===== src/rtl/mac_sched_pkg.sv =====
// Shared op codes, operand widths and tag/result layouts for the MAC op scheduler.
package mac_sched_pkg;
    localparam logic [1:0] OP_NONE  = 2'b00;
    localparam logic [1:0] OP_MUL6  = 2'b01;
    localparam logic [1:0] OP_MUL12 = 2'b10;
    localparam logic [1:0] OP_ADD3  = 2'b11;

    localparam int AB_W  = 6;
    localparam int C_W   = 12;
    localparam int RES_W = 24;

    typedef struct packed {
        logic valid;
        logic id;
    } tag_t;

    typedef struct packed {
        logic             id;
        logic [RES_W-1:0] data;
    } result_t;
endpackage


===== src/rtl/result_fifo.sv =====
// Show-ahead result FIFO with occupancy count; head reads zero while empty.
// Push/pop in the same cycle keep count unchanged; upstream credit keeps it from overflowing.
module result_fifo #(
    parameter int DEPTH = 4,
    parameter int WIDTH = 25,
    localparam int AW = (DEPTH > 1) ? $clog2(DEPTH) : 1,
    localparam int CW = $clog2(DEPTH + 1)
) (
    input  logic             clock,
    input  logic             reset_n,
    input  logic             push,
    input  logic [WIDTH-1:0] push_data,
    input  logic             pop,
    output logic [WIDTH-1:0] head,
    output logic             empty,
    output logic [CW-1:0]    count
);
    logic [WIDTH-1:0] mem [DEPTH];
    logic [AW-1:0]    wr_ptr;
    logic [AW-1:0]    rd_ptr;
    logic             full;
    logic             push_en;
    logic             pop_en;

    function automatic logic [AW-1:0] next_ptr(input logic [AW-1:0] p);
        return (p == AW'(DEPTH - 1)) ? '0 : p + AW'(1);
    endfunction

    assign empty   = (count == '0);
    assign full    = (count == CW'(DEPTH));
    assign push_en = push && !full;
    assign pop_en  = pop && !empty;
    assign head    = empty ? '0 : mem[rd_ptr];

    always_ff @(posedge clock) begin
        if (push_en) begin
            mem[wr_ptr] <= push_data;
        end
    end

    always_ff @(posedge clock or negedge reset_n) begin
        if (!reset_n) begin
            wr_ptr <= '0;
            rd_ptr <= '0;
            count  <= '0;
        end else begin
            if (push_en) begin
                wr_ptr <= next_ptr(wr_ptr);
            end
            if (pop_en) begin
                rd_ptr <= next_ptr(rd_ptr);
            end
            case ({push_en, pop_en})
                2'b10:   count <= count + CW'(1);
                2'b01:   count <= count - CW'(1);
                default: count <= count;
            endcase
        end
    end

    overflow_check: assert property (@(posedge clock) disable iff (!reset_n) !(push && full));
endmodule


===== src/rtl/mac_op_scheduler.sv =====
// Round-robin scheduler sharing one mul/add datapath between two requesters; result 3 cycles after fire.
// Grants only while fifo entries plus in-flight ops stay below FIFO_DEPTH; res_ready stalls the FIFO head.
module mac_op_scheduler
    import mac_sched_pkg::*;
#(
    parameter int FIFO_DEPTH = 4,
    parameter int DP_LAT     = 2
) (
    input  logic             clock,
    input  logic             reset_n,
    input  logic             req0_valid,
    output logic             req0_ready,
    input  logic [1:0]       req0_op,
    input  logic [AB_W-1:0]  req0_a,
    input  logic [AB_W-1:0]  req0_b,
    input  logic [C_W-1:0]   req0_c,
    input  logic             req1_valid,
    output logic             req1_ready,
    input  logic [1:0]       req1_op,
    input  logic [AB_W-1:0]  req1_a,
    input  logic [AB_W-1:0]  req1_b,
    input  logic [C_W-1:0]   req1_c,
    output logic [AB_W-1:0]  dp_a,
    output logic [AB_W-1:0]  dp_b,
    output logic [C_W-1:0]   dp_c,
    output logic [1:0]       dp_control,
    input  logic [RES_W-1:0] dp_out,
    output logic             res_valid,
    input  logic             res_ready,
    output logic             res_id,
    output logic [RES_W-1:0] res_data
);
    localparam int CW = $clog2(FIFO_DEPTH + 1);
    localparam int OW = $clog2(FIFO_DEPTH + DP_LAT + 2);

    tag_t            tags [DP_LAT+1];
    logic            last_id;
    logic            credit;
    logic            gnt0;
    logic            gnt1;
    logic            fire;
    logic            gnt_id;
    logic [1:0]      sel_op;
    logic [AB_W-1:0] sel_a;
    logic [AB_W-1:0] sel_b;
    logic [C_W-1:0]  sel_c;
    logic [1:0]      op_q;
    logic [OW-1:0]   inflight;
    logic [OW-1:0]   occ;
    logic [CW-1:0]   fifo_count;
    logic            fifo_empty;
    result_t         fifo_head;
    result_t         push_data;

    // Both terms are registered, so a pop only returns its credit on the following cycle.
    always_comb begin
        inflight = '0;
        for (int i = 0; i <= DP_LAT; i++) begin
            inflight = inflight + OW'(tags[i].valid);
        end
    end

    assign occ    = OW'(fifo_count) + inflight;
    assign credit = (occ < OW'(FIFO_DEPTH));

    always_comb begin
        gnt0 = 1'b0;
        gnt1 = 1'b0;
        if (reset_n && credit) begin
            if (req0_valid && req1_valid) begin
                gnt0 = last_id;
                gnt1 = !last_id;
            end else if (req0_valid) begin
                gnt0 = 1'b1;
            end else if (req1_valid) begin
                gnt1 = 1'b1;
            end
        end
    end

    assign req0_ready = gnt0;
    assign req1_ready = gnt1;
    assign fire       = gnt0 || gnt1;
    assign gnt_id     = gnt1;

    always_comb begin
        sel_op = req0_op;
        sel_a  = req0_a;
        sel_b  = req0_b;
        sel_c  = req0_c;
        if (gnt1) begin
            sel_op = req1_op;
            sel_a  = req1_a;
            sel_b  = req1_b;
            sel_c  = req1_c;
        end
    end

    // Operands lead the op code by one cycle to line up with the datapath's operand register.
    always_ff @(posedge clock or negedge reset_n) begin
        if (!reset_n) begin
            last_id    <= 1'b1;
            dp_a       <= '0;
            dp_b       <= '0;
            dp_c       <= '0;
            op_q       <= OP_NONE;
            dp_control <= OP_NONE;
            for (int i = 0; i <= DP_LAT; i++) begin
                tags[i] <= '0;
            end
        end else begin
            if (fire) begin
                last_id <= gnt_id;
            end
            dp_a       <= fire ? sel_a : '0;
            dp_b       <= fire ? sel_b : '0;
            dp_c       <= fire ? sel_c : '0;
            op_q       <= fire ? sel_op : OP_NONE;
            dp_control <= op_q;
            tags[0]    <= tag_t'{valid: fire, id: gnt_id};
            for (int i = 1; i <= DP_LAT; i++) begin
                tags[i] <= tags[i-1];
            end
        end
    end

    assign push_data = result_t'{id: tags[DP_LAT].id, data: dp_out};

    result_fifo #(
        .DEPTH(FIFO_DEPTH),
        .WIDTH($bits(result_t))
    ) u_result_fifo (
        .clock     (clock),
        .reset_n   (reset_n),
        .push      (tags[DP_LAT].valid),
        .push_data (push_data),
        .pop       (res_valid && res_ready),
        .head      (fifo_head),
        .empty     (fifo_empty),
        .count     (fifo_count)
    );

    assign res_valid = !fifo_empty;
    assign res_id    = fifo_head.id;
    assign res_data  = fifo_head.data;
endmodule


===== config.mk =====
export PLATFORM = sky130hd
export DESIGN_NAME = mac_op_scheduler
export DESIGN_NICKNAME = d
export VERILOG_FILES = /design/src/rtl/mac_sched_pkg.sv /design/src/rtl/result_fifo.sv /design/src/rtl/mac_op_scheduler.sv
export SDC_FILE = /design/constraint.sdc
export NUM_CORES = 1
export LEC_CHECK = 0
export CORE_ASPECT_RATIO = 0.7
export CORE_MARGIN = 10
export CORE_UTILIZATION = 38
export DETAILED_ROUTE_END_ITERATION = 12
export DONT_BUFFER_PORTS = 1
export PLACE_DENSITY = 0.57
export RECOVER_POWER = 100
export SETUP_SLACK_MARGIN = 0.4
export SLEW_MARGIN = 30
export SYNTH_ARGS = -nofsm -noshare
export SYNTH_HDL_FRONTEND = slang
export SYNTH_SLANG_ARGS = --single-unit

===== constraint.sdc =====
create_clock -name clock -period 4.7 [get_ports clock]
set_input_delay 0.47 -clock clock [delete_from_list [all_inputs] [get_ports clock]]
set_output_delay 0.47 -clock clock [all_outputs]
set_load 0.1 [all_outputs]

==> flow_summary.toml, run 1 <==
[run_status]
outcome = "finished, violations left"
violations = "capacitance limit, slew limit"

[synthesis]
synth_top_family_by_area = "multiplexers"
synthSimpleGateAreaFrac_pct = 6.37
synthCells = 315
synth_flop_cell = "edfxtp_1"
synth_common_cells = "100 x edfxtp_1, 41 x dfrtp_1, 31 x nor2_1"
synth_xor_area_share_pct = 0.469
seq_area_frac_synth_pct = 72.4
ys_ff_latch = 142
synth_cell_type_count = 33
synth_most_common_cell = "edfxtp_1"
synth_fa_ha_area_share_pct = 2.28
yosysTopAreaCellShare_pct = 53.6
synth.net_count = 405
synth_edf_count = 100
synthArstFlopShare_pct = 29.6
synth.area.top_cells = "edfxtp_1 54%, dfrtp_1 18%, mux4_2 7.2%, a22oi_1 3.5%, and2_1 3.4%"
muxShareOfSynthArea_pct = 10.9
yosysTopAreaCell = "edfxtp_1"
synth_compound_area_share_pct = 4.74
syn-mean-instance-area_sq_um = 17.8
synth.cell_area_sq_um = 5600
yosys_warnings = 0

[clock_network]
path_clk_slew_ns = 0.07
cts_tree = "yes"
cts_root_buffer = "clkbuf_16"
clock_sinks = 142
htree_levels = 4
cts_setup_buffers = 0
clock_path_buffers = 2
cts_buffers = 17
clk_latency_ns = 0.41

[floorplan]
die_w_um = 165
start_util_pct = 38.4
core_sq_um = 14600
pin_count = 135
die_h_um = 122
fp.dieArea_sq_um = 20100
rows = 37

[detailed_routing]
drt-pass1-iter-count = 5
via_per_inst = 5.08
wire_per_inst_um = 21.0
routed_wl_mm = 11.2
antenna_left = 0
dr.first_iter.drc_count = 187
drc = 0
num_vias = 2712

[worst_setup_path]
cp_num_cells = 2
cp_top_family = "simple AND/OR/NAND/NOR gates"
critPathLaunchType = "register"
slowest_stage = "or3_1"
path_cells = "or3_1 > and2_0"
cp.arrival_ns = 3.42
crit_type = "reg2out"
cp-end-kind = "output pin"
worst_r2r_path_depth = 9
crit_buf_inv = 0
critPathRequiredTime_ns = 4.23
critPathMaxFanout = 27
cp_slowest_stage_delay_ns = 1.32

[timing]
fin_crit_ns = 3.89
hold_viol = 0
rsz0062_at_grt = "false"
whs_ns = 0.147
finalMaxSlewViolations = 70
worst_pin_slew_ns = 2.19
setup-tns-final_ns = 0
slew-limit-headroom_pct = -46.2
fin_worst_skew_ns = 0.00940
setup_viol = 0
period_share_pct = 82.9
clock.fmax_mhz = 257

[final_layout]
area_delta_synth_final_pct = 13.9
drive_gt1_share_pct = 17.1
diodes = 0
fin_util_pct = 43.8
fin_nets = 416

[hold_path]
hold_path_class = "in2reg"
holdPathStages = 0

[run]
drv_cap = 2

[global_route]
grt_remaining_overflow = 0
grt_usage_pct = 11.5
grt_first_pass_wirelength_mm = 17.3
grt_max_degree = 43
grt_pass1_vias = 2986
antenna_found_initial = 0

[placed_design]
place_congestion = 0.720
place_hpwl_mm = 7.46
io_buffers = 0
[repair_timing]
action                                 in CTS  in global routing
endpoints found under the hold margin      42                  0
gates resized for setup                     0                  0
hold buffers                                2                  0
[worst paths after layout]
check                      slack (ns)                          startpoint                             endpoint
setup / recovery                 0.81  u_result_fifo.count[2]$_DFFE_PN0P_                         res_data[22]
hold / removal                   0.15                           dp_out[2]    u_result_fifo.mem[0][2]$_DFFE_PP_
setup reg to reg                 1.34  u_result_fifo.count[2]$_DFFE_PN0P_   u_result_fifo.count[2]$_DFFE_PN0P_
hold reg to reg                  0.35                   tags[4]$_DFF_PN0_                    tags[2]$_DFF_PN0_
max in group asynchronous        1.90                             reset_n  u_result_fifo.rd_ptr[0]$_DFFE_PN0P_
min in group asynchronous        1.25                             reset_n                    dp_a[1]$_DFF_PN0_
[state kept, by name, indices dropped and copies added (netlist names), 2 cells and up]
name                  cells
u_result_fifo.mem       100
op_q                      2
dp_c                     12
tags                      5
u_result_fifo.rd_ptr      2
dp_control                2
u_result_fifo.count       3
dp_b                      6
dp_a                      6
u_result_fifo.wr_ptr      2
[metal layers]
metal	vias to the layer above	global-route usage, %	routed length, um
li1	1214	-	-
met1	1360	13.7	4780
met2	127	17.3	5060
met3	11	6.24	1230
met4	0	4.64	145
met5	-	0	0
[cell type report]
cell class | instances | area (sq um)
Clock inverter | 15 | 174
Sequential cell | 142 | 4060
Fill cell | 1267 | 8200
Timing Repair Buffer | 9 | 47.5
Inverter | 11 | 41.3
Multi-Input combinational cell | 145 | 1390
Clock buffer | 17 | 425
Tap cell | 195 | 244
[layout by cell type (no fill, tap or decap), types with 3 or more instances in the layout]
cell type and instances:
edfxtp_1 100, ha_1 7, a22oi_1 26, inv_6 3, mux4_1 7, dfrtp_1 40, o21ai_0 3, clkbuf_16 17
inv_8 4, mux4_2 18, nor2_1 30, clkbuf_1 6, clkinvlp_4 3, and2_0 28, inv_1 11, nand2_1 5
[per-stage QoR]
stage	cell area, sq um	setup slack [ns]	std cells
finish	6380	0.806	534
global route	6380	0.583	534
detailed placement	5800	1.79	500
floorplan	5600	1.17	315
CTS	6420	1.34	534
global placement	5790	1.54	500
[worst reg2reg max path, stage by stage, from the launching register on]
cell     delay [ns]
dfrtp_1        0.45
or3_1          1.32
nand2_1        0.33
inv_1          0.15
ha_1           0.19
inv_1          0.06
fa_1           0.38
xor2_1         0.15
nor2_1         0.11
xor2_1         0.15
[cell families (layout without fill, tap and decap cells)]
family                   Yosys count  after routing
flip-flops                       142            142
AND/OR/NAND/NOR                   71             71
AO/OA/AOI/OAI                     35             35
buffers and inverters             28             52
multiplexers                      27             27
adder cells (fa/ha/maj)            9              9
XOR/XNOR                           3              3
Power of run 1 is not shown: default switching activity piles up to over one toggle a cycle in this logic, so the estimate is an artifact.
==> inputs of run 2 (changes only) <==
==> constraint.sdc (replaced) <==
create_clock -name clock -period 4 [get_ports clock]
set_input_delay 0.4 -clock clock [delete_from_list [all_inputs] [get_ports clock]]
set_output_delay 0.4 -clock clock [all_outputs]
set_load 0.1 [all_outputs]
==> run 2 against run 1 <==
Against the previous run: the run still ends with capacitance limit, slew limit left; worst setup slack worse by 0.15 ns; register-to-register slack worse by 0.22 ns; clock-buffer cell count is 7 higher; global-route usage shrank 0.17 points; die area did not move; clock skew up 0.0040 ns; non-clock buffer count unchanged; final area increased by 0.22%; critical path depth up 8; via count unchanged; first-iteration DRC count decreased by 36%; utilization up 0.094 points; critical endpoint is now req0_ready.
==> flow_summary.toml, run 2 (synthesis results as in run 1) <==
[detailed_routing]
drc = 0
num_vias = 2712
antenna_left = 0
routed_wl_mm = 11.2
drt-pass1-iter-count = 4
via_per_inst = 5.08
dr.first_iter.drc_count = 120
wire_per_inst_um = 21.0

[floorplan]
die_w_um = 165
rows = 37
fp.dieArea_sq_um = 20100
die_h_um = 122
core_sq_um = 14600
start_util_pct = 38.4
pin_count = 135

[timing]
finalMaxSlewViolations = 147
period_share_pct = 83.6
fin_crit_ns = 3.34
slew-limit-headroom_pct = -47.2
hold_viol = 0
rsz0062_at_grt = "false"
setup_viol = 0
fin_worst_skew_ns = 0.0134
setup_slack_ns = 0.656
setup-tns-final_ns = 0
worst_pin_slew_ns = 2.21
clock.fmax_mhz = 299
whs_ns = 0.0885

[worst_setup_path]
crit_type = "reg2out"
setup.worst_path.start = "u_result_fifo.count[0]$_DFFE_PN0P_"
critPathMaxFanout = 29
critPathLaunchType = "register"
cp-end-kind = "output pin"
slowest_stage = "fa_1"
path_cells = "inv_1 > fa_1 > inv_1 > ha_1 > and3b_1 > o21a_1 > o21ai_0 > buf_4 > nor2b_2 > buf_4"
r2r_start = "u_result_fifo.count[0]$_DFFE_PN0P_"
cp_slowest_stage_delay_ns = 0.39
cp.arrival_ns = 2.94
critPathRequiredTime_ns = 3.60

[clock_network]
cts_tree = "yes"
clock_sinks = 142
clock_path_buffers = 2
cts_buffers = 17
path_clk_slew_ns = 0.06
cts_setup_buffers = 0
cts_root_buffer = "clkbuf_16"
htree_levels = 4
clk_latency_ns = 0.41
ctsResizeCount = 0
cts_hold_buf = 2

[placed_design]
place_congestion = 0.726
dpl_worst_slack_ns = 1.24
place_hpwl_mm = 7.32
io_buffers = 0
placed_cells = 500

[run_status]
violations = "capacitance limit, slew limit"
outcome = "finished, violations left"

[final_layout]
drive_gt1_share_pct = 16.8
fin_nets = 416
fillers = 1278
largest_reg_flops = 100
final_common_cell = "edfxtp_1"
final_cell_mix = "100 x edfxtp_1, 40 x dfrtp_1, 30 x nor2_1"
top_regs = "u_result_fifo.mem (100), dp_c (12)"
regMostFlops = "u_result_fifo.mem"
area_delta_synth_final_pct = 14.2
diodes = 0
final_cell_count_no_fill = 534

[global_route]
grt_remaining_overflow = 0
grt_usage_pct = 11.4
grt_first_pass_wirelength_mm = 17.2
grt_pass1_vias = 3038
grt_max_degree = 43
antenna_found_initial = 0

[hold_path]
hold_start = "dp_out[8]"
hold_path_class = "in2reg"

[run]
drv_cap = 5
## run 2: changes by cell type in the layout (fill, tap and decap cells not counted), moves of 2 or more
cell	change
clkbuf_1	+2
clkbuf_16	+3
clkinv_2	+3
clkinv_8	-2
clkinvlp_4	-3
inv_6	-3
inv_8	-4
## run 2: critical path, delay by kind of cell (launching register included)
family | cells | cell delay, ns
buf+inv | 4 | 0.77
compound gates | 2 | 0.53
fa+ha+maj | 2 | 0.60
flops | 1 | 0.38
simple gates | 2 | 0.26
## run 2: cell type report
class / count / area [sq um] / area share, %
Timing Repair Buffer: 9 / 51.3 / 0.802
Tap cell: 195 / 244 / 3.82
Sequential cell: 142 / 4060 / 63.5
Clock inverter: 8 / 77.6 / 1.21
Inverter: 11 / 41.3 / 0.646
Multi-Input combinational cell: 145 / 1400 / 21.8
Clock buffer: 24 / 526 / 8.22
## run 2: path summary, 6_finish.rpt
| kind | depth (start not counted) | end | slack, ns |
|---|---|---|---|
| setup / recovery | 10 | req0_ready | 0.66 |
| hold / removal | 0 | u_result_fifo.mem[0][8]$_DFFE_PP_ | 0.09 |
| setup reg to reg | 4 | u_result_fifo.mem[0][18]$_DFFE_PP_ | 1.12 |
| hold reg to reg | 0 | dp_control[1]$_DFF_PN0_ | 0.35 |
| max in group asynchronous | 2 | u_result_fifo.rd_ptr[0]$_DFFE_PN0P_ | 1.23 |
| min in group asynchronous | 2 | dp_c[11]$_DFF_PN0_ | 1.21 |
## run 2: stage by stage
step,area [sq um],utilization (%)
after floorplan,5600,-
after detailed placement,5800,39.7
after global placement,5790,39.7
after CTS,6430,44.1
final,6390,43.9
after global routing,6390,43.9
## run 2: layer usage
metal  global-route usage [%]  vias to the layer above  wire length, um
met1                     12.6                     1373             4490
met2                     17.4                      118             5240
li1                         -                     1215                -
met3                     7.18                        6             1420
met5                        0                        -                0
met4                     4.64                        0               84
Power of run 2 is left out for the same reason.
